==> src/rtl/uart_pkg.sv <==
// Shared UART frame constants, FSM state encodings and parity helper
// for the command responder slice.
package uart_pkg;

    localparam int unsigned DATA_BITS = 8;
    localparam logic        START_BIT = 1'b0;
    localparam logic        STOP_BIT  = 1'b1;
    localparam logic        RW_WRITE  = 1'b1;

    // Command FSM encodings
    localparam logic [3:0] S_IDLE      = 4'd0;
    localparam logic [3:0] S_RX_CMD    = 4'd1;
    localparam logic [3:0] S_RX_DATA   = 4'd2;
    localparam logic [3:0] S_WR_STB    = 4'd3;
    localparam logic [3:0] S_RD_REQ    = 4'd4;
    localparam logic [3:0] S_RD_CAP    = 4'd5;
    localparam logic [3:0] S_TX_START  = 4'd6;
    localparam logic [3:0] S_TX_DATA   = 4'd7;
    localparam logic [3:0] S_TX_PARITY = 4'd8;
    localparam logic [3:0] S_TX_STOP   = 4'd9;

    // Byte receiver encodings
    localparam logic [2:0] R_IDLE  = 3'd0;
    localparam logic [2:0] R_START = 3'd1;
    localparam logic [2:0] R_DATA  = 3'd2;
    localparam logic [2:0] R_PAR   = 3'd3;
    localparam logic [2:0] R_STOP  = 3'd4;

    function automatic logic even_par(input logic [DATA_BITS-1:0] b);
        return ^b;
    endfunction

endpackage

==> src/rtl/uart_byte_rx.sv <==
// UART byte receiver: rx synchronizer, start-glitch filter, mid-bit sampler
// and parity/stop check. Held idle while rx_en is low.
module uart_byte_rx
    import uart_pkg::*;
#(
    parameter int unsigned BR = 434
) (
    input  logic                 clk,
    input  logic                 rst_n,
    input  logic                 rx,
    input  logic                 rx_en,
    output logic                 start_det,
    output logic                 glitch,
    output logic [DATA_BITS-1:0] byte_data,
    output logic                 byte_vld,
    output logic                 byte_err
);

    localparam int unsigned CW = (BR > 2) ? $clog2(BR) : 1;
    localparam logic [CW-1:0] HALF = CW'(BR / 2 - 1);
    localparam logic [CW-1:0] FULL = CW'(BR - 1);

    logic                 rx_s1, rx_s2, rx_d;
    logic                 fall;
    logic [2:0]           r_state;
    logic [CW-1:0]        cnt;
    logic [2:0]           idx;
    logic [DATA_BITS-1:0] sh;
    logic                 par;

    always_ff @(posedge clk or negedge rst_n) begin
        if (!rst_n) begin
            rx_s1 <= 1'b1;
            rx_s2 <= 1'b1;
            rx_d  <= 1'b1;
        end else begin
            rx_s1 <= rx;
            rx_s2 <= rx_s1;
            rx_d  <= rx_s2;
        end
    end

    assign fall = rx_d & ~rx_s2;

    always_ff @(posedge clk or negedge rst_n) begin
        if (!rst_n) begin
            r_state   <= R_IDLE;
            cnt       <= '0;
            idx       <= '0;
            sh        <= '0;
            par       <= 1'b0;
            start_det <= 1'b0;
            glitch    <= 1'b0;
            byte_vld  <= 1'b0;
            byte_err  <= 1'b0;
            byte_data <= '0;
        end else begin
            start_det <= 1'b0;
            glitch    <= 1'b0;
            byte_vld  <= 1'b0;
            byte_err  <= 1'b0;
            if (!rx_en) begin
                r_state <= R_IDLE;
                cnt     <= '0;
            end else begin
                case (r_state)
                    R_IDLE: begin
                        if (fall) begin
                            r_state   <= R_START;
                            cnt       <= '0;
                            start_det <= 1'b1;
                        end
                    end
                    R_START: begin
                        if (cnt == HALF) begin
                            cnt <= '0;
                            // Line back high at mid start bit: treat as noise
                            if (rx_s2 != START_BIT) begin
                                r_state <= R_IDLE;
                                glitch  <= 1'b1;
                            end else begin
                                r_state <= R_DATA;
                                idx     <= '0;
                            end
                        end else begin
                            cnt <= cnt + 1'b1;
                        end
                    end
                    R_DATA: begin
                        if (cnt == FULL) begin
                            cnt <= '0;
                            sh  <= {rx_s2, sh[DATA_BITS-1:1]};
                            if (idx == 3'd7) r_state <= R_PAR;
                            else             idx     <= idx + 1'b1;
                        end else begin
                            cnt <= cnt + 1'b1;
                        end
                    end
                    R_PAR: begin
                        if (cnt == FULL) begin
                            cnt     <= '0;
                            par     <= rx_s2;
                            r_state <= R_STOP;
                        end else begin
                            cnt <= cnt + 1'b1;
                        end
                    end
                    R_STOP: begin
                        if (cnt == FULL) begin
                            cnt     <= '0;
                            r_state <= R_IDLE;
                            if ((rx_s2 != STOP_BIT) || (even_par(sh) ^ par)) begin
                                byte_err <= 1'b1;
                            end else begin
                                byte_vld  <= 1'b1;
                                byte_data <= sh;
                            end
                        end else begin
                            cnt <= cnt + 1'b1;
                        end
                    end
                    default: r_state <= R_IDLE;
                endcase
            end
        end
    end

endmodule

==> src/rtl/uart_cmd_responder.sv <==
// UART command responder: decodes write/read command frames into local
// register strobes and returns read data as a UART frame on tx.
module uart_cmd_responder
    import uart_pkg::*;
#(
    parameter int unsigned BR         = 434,
    parameter int unsigned ADDR_WIDTH = 7,
    parameter int unsigned DATA_WIDTH = 8,
    parameter int unsigned GAP_BITS   = 32
) (
    input  logic                  clk,
    input  logic                  rst_n,
    input  logic                  rx,
    output logic                  tx,
    output logic [ADDR_WIDTH-1:0] reg_addr,
    output logic [DATA_WIDTH-1:0] reg_wdata,
    output logic                  reg_wr,
    output logic                  reg_rd,
    input  logic [DATA_WIDTH-1:0] reg_rdata,
    output logic                  busy,
    output logic                  frame_err
);

    localparam int unsigned TW = $clog2(BR * GAP_BITS + 1);
    localparam logic [TW-1:0] BIT_END = TW'(BR - 1);
    localparam logic [TW-1:0] GAP_END = TW'(BR * GAP_BITS - 1);

    logic [3:0]           state;
    logic [TW-1:0]        tmr;
    logic [DATA_BITS-1:0] tx_sh;
    logic                 tx_par;
    logic [2:0]           tx_idx;
    logic                 data_started;
    logic                 rx_en;
    logic                 start_det, glitch, byte_vld, byte_err;
    logic [DATA_BITS-1:0] byte_data;

    // Half-duplex: receiver is held idle outside the receive phases
    assign rx_en = (state == S_IDLE) || (state == S_RX_CMD) || (state == S_RX_DATA);
    assign busy  = (state != S_IDLE);

    uart_byte_rx #(.BR(BR)) u_rx (
        .clk       (clk),
        .rst_n     (rst_n),
        .rx        (rx),
        .rx_en     (rx_en),
        .start_det (start_det),
        .glitch    (glitch),
        .byte_data (byte_data),
        .byte_vld  (byte_vld),
        .byte_err  (byte_err)
    );

    always_ff @(posedge clk or negedge rst_n) begin
        if (!rst_n) begin
            state        <= S_IDLE;
            tx           <= 1'b1;
            reg_addr     <= '0;
            reg_wdata    <= '0;
            reg_wr       <= 1'b0;
            reg_rd       <= 1'b0;
            frame_err    <= 1'b0;
            tmr          <= '0;
            tx_sh        <= '0;
            tx_par       <= 1'b0;
            tx_idx       <= '0;
            data_started <= 1'b0;
        end else begin
            reg_wr    <= 1'b0;
            reg_rd    <= 1'b0;
            frame_err <= 1'b0;
            case (state)
                S_IDLE: begin
                    tx <= STOP_BIT;
                    if (start_det) state <= S_RX_CMD;
                end
                S_RX_CMD: begin
                    if (byte_err) begin
                        frame_err <= 1'b1;
                        state     <= S_IDLE;
                    end else if (glitch) begin
                        state <= S_IDLE;
                    end else if (byte_vld) begin
                        reg_addr     <= byte_data[ADDR_WIDTH-1:0];
                        tmr          <= '0;
                        data_started <= 1'b0;
                        if (byte_data[7] == RW_WRITE) begin
                            state <= S_RX_DATA;
                        end else begin
                            reg_rd <= 1'b1;
                            state  <= S_RD_REQ;
                        end
                    end
                end
                S_RX_DATA: begin
                    if (byte_err) begin
                        frame_err <= 1'b1;
                        state     <= S_IDLE;
                    end else if (byte_vld) begin
                        reg_wdata <= byte_data;
                        reg_wr    <= 1'b1;
                        state     <= S_WR_STB;
                    end else begin
                        // Gap timer pauses while a data frame is in flight
                        if (start_det)   data_started <= 1'b1;
                        else if (glitch) data_started <= 1'b0;
                        if (!data_started && !start_det) begin
                            if (tmr == GAP_END) begin
                                frame_err <= 1'b1;
                                state     <= S_IDLE;
                            end else begin
                                tmr <= tmr + 1'b1;
                            end
                        end
                    end
                end
                S_WR_STB: state <= S_IDLE;
                S_RD_REQ: state <= S_RD_CAP;
                S_RD_CAP: begin
                    tx_sh  <= reg_rdata;
                    tx_par <= even_par(reg_rdata);
                    tx     <= START_BIT;
                    tmr    <= '0;
                    state  <= S_TX_START;
                end
                S_TX_START: begin
                    if (tmr == BIT_END) begin
                        tmr    <= '0;
                        tx     <= tx_sh[0];
                        tx_sh  <= tx_sh >> 1;
                        tx_idx <= '0;
                        state  <= S_TX_DATA;
                    end else begin
                        tmr <= tmr + 1'b1;
                    end
                end
                S_TX_DATA: begin
                    if (tmr == BIT_END) begin
                        tmr <= '0;
                        if (tx_idx == 3'd7) begin
                            tx    <= tx_par;
                            state <= S_TX_PARITY;
                        end else begin
                            tx     <= tx_sh[0];
                            tx_sh  <= tx_sh >> 1;
                            tx_idx <= tx_idx + 1'b1;
                        end
                    end else begin
                        tmr <= tmr + 1'b1;
                    end
                end
                S_TX_PARITY: begin
                    if (tmr == BIT_END) begin
                        tmr   <= '0;
                        tx    <= STOP_BIT;
                        state <= S_TX_STOP;
                    end else begin
                        tmr <= tmr + 1'b1;
                    end
                end
                S_TX_STOP: begin
                    if (tmr == BIT_END) begin
                        tmr   <= '0;
                        state <= S_IDLE;
                    end else begin
                        tmr <= tmr + 1'b1;
                    end
                end
                default: begin
                    tx    <= STOP_BIT;
                    state <= S_IDLE;
                end
            endcase
        end
    end

endmodule

==> config.mk <==
export PLATFORM = sky130hd
export DESIGN_NAME = uart_cmd_responder
export DESIGN_NICKNAME = d
export VERILOG_FILES = /design/src/rtl/uart_pkg.sv /design/src/rtl/uart_byte_rx.sv /design/src/rtl/uart_cmd_responder.sv
export SDC_FILE = /design/constraint.sdc
export NUM_CORES = 1
export LEC_CHECK = 0
export BUFFER_PORTS_ARGS = -buffer_cell sky130_fd_sc_hd__clkbuf_2
export CAP_MARGIN = 0
export CORE_ASPECT_RATIO = 0.5
export CORE_MARGIN = 2
export CORE_UTILIZATION = 43
export CTS_BUF_LIST = sky130_fd_sc_hd__clkbuf_8
export CTS_CLUSTER_DIAMETER = 50
export DETAILED_ROUTE_END_ITERATION = 12
export GPL_TIMING_DRIVEN = 1
export MAX_ROUTING_LAYER = met4
export SYNTH_ARGS = -nofsm -noshare
export SYNTH_HDL_FRONTEND = slang
export SYNTH_SLANG_ARGS = --single-unit
==> constraint.sdc <==
create_clock -name clk -period 2.91 [get_ports clk]
set_clock_uncertainty 0.05 [all_clocks]
set_input_delay 0.291 -clock clk [delete_from_list [all_inputs] [get_ports clk]]
set_output_delay 0.291 -clock clk [all_outputs]
set_load 0.01 [all_outputs]
# Yosys cells after proc, flatten, opt, wreduce, memory -nomap -nowiden
# Cells that the tools add are included.
# word_totals
register_bits	89
in_bits	11
# classes
n_addsub	4
n_eq_ne	48
mux	93
bitwise_logic	7
reduce_logical	33
# op_table
cell	n
$mux W14	8
$pmux W14 S4	1
$mux W4	13
$mux W3	15
$mux W1	39
$mux W9	4
$pmux W4 S9	1
$pmux W9 S3	1
$ne A2 B2 Y1 const B	13
$mux W8	3
$pmux W8 S3	1
$reduce_and A4 Y1	5
$ne A3 B3 Y1 const B	6
$eq A4 B3 Y1 const B	4
$reduce_xor A8 Y1	2
$pmux W3 S5	1
$add A14 B1 Y14 const B	1
$eq A14 B14 Y1 const B	1
$eq A14 B9 Y1 const B	1
$ne A4 B1 Y1 const B	3
$pmux W3 S2	2
$reduce_and A6 Y1	2
$ne A2 B1 Y1 const B	5
$add A9 B1 Y9 const B	1
other kinds (33)	52

# Depth between registers and ports, before layout
# logic_depth
ltp_word	7
mapped_depth	9
ltp_nobuf	7

# By module
# A second synthesis with hierarchy kept.
# hier_totals
hier_cells	448
area_unflattened_um2	4877.2
# modules_own_cells
mod	instances	cells_each	area_per_inst_um2	seq_area_each_um2
uart_cmd_responder	1	275	2886.5	1252.5
uart_byte_rx	1	173	1990.7	979.7

# Least setup slack after synthesis
# No wires, ideal clock.
# synth_path
path_kind	register -> register
startpoint	register tmr[0]
endpoint	register tmr[1]
setup_ns	0.083
t_arrival_ns	1.967
t_required_ns	2.777
slack_ns	0.810
stages_incl_launch_ff	8
path_buffers	1
cell_sequence	dfrtp_1 ha_1 nor3b_1 and4_1 buf_4 o21ai_0 or4b_2 o21ai_0
# synth_via
elab_chain_len	6
# synth_lines
element	line	rtl
from (decl)	uart_cmd_responder.sv:29	logic [TW-1:0] tmr;
from (signal assigned)	uart_cmd_responder.sv:112	tmr <= tmr + 1'b1;
from (signal assigned)	uart_cmd_responder.sv:134	tmr <= tmr + 1'b1;
from (signal assigned)	uart_cmd_responder.sv:149	tmr <= tmr + 1'b1;
$add A14 B1 Y14	-	
$mux W14	uart_cmd_responder.sv:108	if (tmr == GAP_END) begin
$mux W14	uart_cmd_responder.sv:107	if (!data_started && !start_det) begin
$mux W14	uart_cmd_responder.sv:99	end else if (byte_vld) begin
$mux W14	uart_cmd_responder.sv:96	if (byte_err) begin
$pmux W14 S4	uart_cmd_responder.sv:72	case (state)
# Parallel ways exist; a longest one is shown, timed or not. The select of a mux whose other input is x is not followed.
# A chain may end at the register's enable or synchronous reset.

# Worst setup path after layout
# layout_path
startpoint	register state[2]
endpoint	register u_rx.byte_data[6]
# layout_via
elab_chain_len	4
# layout_lines
element	line	rtl
from (decl)	uart_cmd_responder.sv:28	logic [3:0] state;
from (signal assigned)	uart_cmd_responder.sv:56	state <= S_IDLE;
from (signal assigned)	uart_cmd_responder.sv:75	if (start_det) state <= S_RX_CMD;
from (signal assigned)	uart_cmd_responder.sv:80	state <= S_IDLE;
$eq A4 B1 Y1 / $logic_not A4 Y1 (equally long branches)	uart_cmd_responder.sv:39	assign rx_en = (state == S_IDLE) || (state == S_RX_CMD) || (state == S_RX_DATA);
$logic_or A1 B1 Y1	uart_cmd_responder.sv:39	
$logic_or A1 B1 Y1 (*)	uart_cmd_responder.sv:39	
$reduce_and A4 Y1 (no line) (*)	-	
to (signal assigned)	uart_byte_rx.sv:116	byte_data <= sh;
to (decl)	uart_byte_rx.sv:14	output logic [DATA_BITS-1:0] byte_data,
# Mark *: on every way between the ends. The rest lies on a longest branch, timed or not.

==> reports/qor.csv <==
metric,value,unit
run_status,finished clean,
synthFlopType,dfrtp_1,
vias_per_cell,5.41,
grt_pass1_vias,3267,
place_inst,622,
hold_violations,0,
setup_tns,0,ns
fill_cells,1019,
first_pass_iters,4,
die_y,78.2,microns
netlist_top_cells_area,"dfrtp_1, mux2_2, nand2_1",
chipWidth,152,microns
drive_gt1_share,21.8,%
clkLatencyLatePin,0.37,ns
start_util,43.6,%
avgSynthCellArea,10.3,sq um
path_clk_slew,0.09,ns
finalCritPeriodShare,82.3,%
post-place-ws,0.538,ns
synthArstFlopShare,100,%
max-slew-margin-rel,54.8,%
crit_arrival,2.60,ns
place.detailed.hpwl,6820,microns
drt-initial-drc-count,267,
synth-seq-area-share,47.2,%
vdd_drop_max,0.000294,V
worst_slack,0.514,ns
cap_viol_max_count,0,
rsz0062_at_grt,no,
required,3.12,ns
critPathMaxFanout,14,
ys_warn_count,0,
worstHoldPathType,input pin to flop,
htree_levels,3,
power_leakage,2.38,nW
startpoint_type,flop,
synth_top_area_share,45.0,%
dieArea,11900,sq um
yosysMostFrequentCell,dfrtp_1,
finalMaxSlewViolations,0,
final_cells,640,
core-area,10800,sq um
groute.usage.overall,17.5,%
drtAntennaViolNets,0,
drc,0,
grt-ovfl-total,0,
pin_count,31,
post_cts_resized,0,
tritoncts,yes,
synth_edf_count,0,
syn_nets,479,
wl_per_cell,15.2,microns
rows,27,
utilization,48.4,%
setup_viol,0,
final_nets,510,
period_needed,2.40,ns
crit_type,flop to flop,
yosys.cell_types.count,64,
cts_buffers,9,
cts_root_buf,clkbuf_8,
synth_area,4730,sq um
yosysTopAreaCell,dfrtp_1,
synth_common_cells,"dfrtp_1, nand2_1, mux2_2",
num_antenna_cells,0,
cts.sinks,89,
worstMarginPinSlew,0.676,ns
io_buffer_count,30,
seq_area,2230,sq um
max_freq,417,MHz
grt_start_max_net_pins,39,
multi_input_area,2330,sq um
grt_pass1_wl,16300,microns
power_density,719,nW/um^2
end_kind,flop,
num_vias,3464,
synth.ff_latch_count,89,
drt-total-wl,9720,microns
gp_congestion,0.831,
area_growth_syn_to_layout,10.9,%
antenna_found_initial,0,
cts_buffer_depth,2,
syn_inst,459,
where the power goes:
group	internal [mW]	switching (mW)
registers	1.38	0.150
clock network	0.423	0.458
logic	0.552	0.807
total	2.36	1.42
state kept, by name, indices dropped and copies added (netlist names), 3 cells and up:
| name | flops |
|---|---|
| reg_addr | 7 |
| u_rx.cnt | 9 |
| u_rx.idx | 3 |
| state | 4 |
| tx_idx | 3 |
| u_rx.r_state | 3 |
| u_rx.byte_data | 8 |
| tx_sh | 8 |
| reg_wdata | 8 |
| u_rx.sh | 8 |
| tmr | 14 |
final cells by class:
type	instances	area share [%]
Clock buffer	10	2.62
Clock inverter	6	1.26
Inverter	15	1.07
Multi-Input combinational cell	334	44.4
Sequential cell	89	42.6
Tap cell	145	3.46
Timing Repair Buffer	41	4.58
path summary, 6_finish.rpt:
check	slack, ns	from	cells after the start	endpoint
max	0.51	state[2]$_DFFE_PN0P_	5	u_rx.byte_data[6]$_DFFE_PN0P_
min in group asynchronous	0.37	rst_n	2	u_rx.idx[2]$_DFFE_PN0P_
max reg2reg	0.51	state[2]$_DFFE_PN0P_	5	u_rx.byte_data[6]$_DFFE_PN0P_
min	0.24	reg_rdata[6]	4	tx_sh[6]$_DFFE_PN0P_
min reg2reg	0.31	u_rx.rx_s1$_DFF_PN1_	0	u_rx.rx_s2$_DFF_PN1_
max in group asynchronous	1.70	rst_n	3	tx$_DFFE_PN1P_
metal layers:
layer  vias up  share of wire (%)  wire length, microns  global-route usage [%]
met5         -                  0                     0                       -
met4         0               0.68                    66                    5.23
met3         5                3.0                   296                    4.36
met2        47                 46                  4460                    26.5
met1      1673                 50                  4900                    23.6
li1       1739                  -                     -                       -
layout by cell type, fill, tap and decap left out, types with 11 or more instances in the layout:
cell type,instances
o21ai_0,23
a21oi_1,23
inv_1,15
nand3_1,13
nand2_1,59
xnor2_1,11
dfrtp_1,85
mux2_2,37
clkbuf_2,29
or4_1,11
nor2_1,19
o31ai_1,11
through the flow:
step,cell area (sq um),total power [mW],hold WS (ns)
detailed placement,5020,2.91,0.240
CTS,5250,3.81,0.217
global route,5250,4.03,0.229
finish,5250,3.77,0.237
global placement,5020,2.88,0.241
floorplan,4730,2.57,-0.0546
cell families after synthesis:
| group | after synthesis | synth area share, % |
|---|---|---|
| AO/OA/AOI/OAI | 98 | 14.0 |
| XOR/XNOR | 14 | 2.88 |
| adder cells (fa/ha/maj) | 9 | 2.38 |
| buffers and inverters | 36 | 3.52 |
| flip-flops | 89 | 47.2 |
| multiplexers | 42 | 9.95 |
| AND/OR/NAND/NOR | 171 | 20.1 |
worst max-delay path: stages (launching register included):
cell and delay, ns:
dfrtp_1 0.52, nor2_1 0.42, nand2_1 0.28, nor3_1 0.27, nand3_1 0.36, mux2_2 0.39
repair_timing:
item,in CTS,in global routing
hold buffers,2,0
setup buffers,0,0
hold endpoints to repair,34,0
Power figures use the tool's default switching activity.
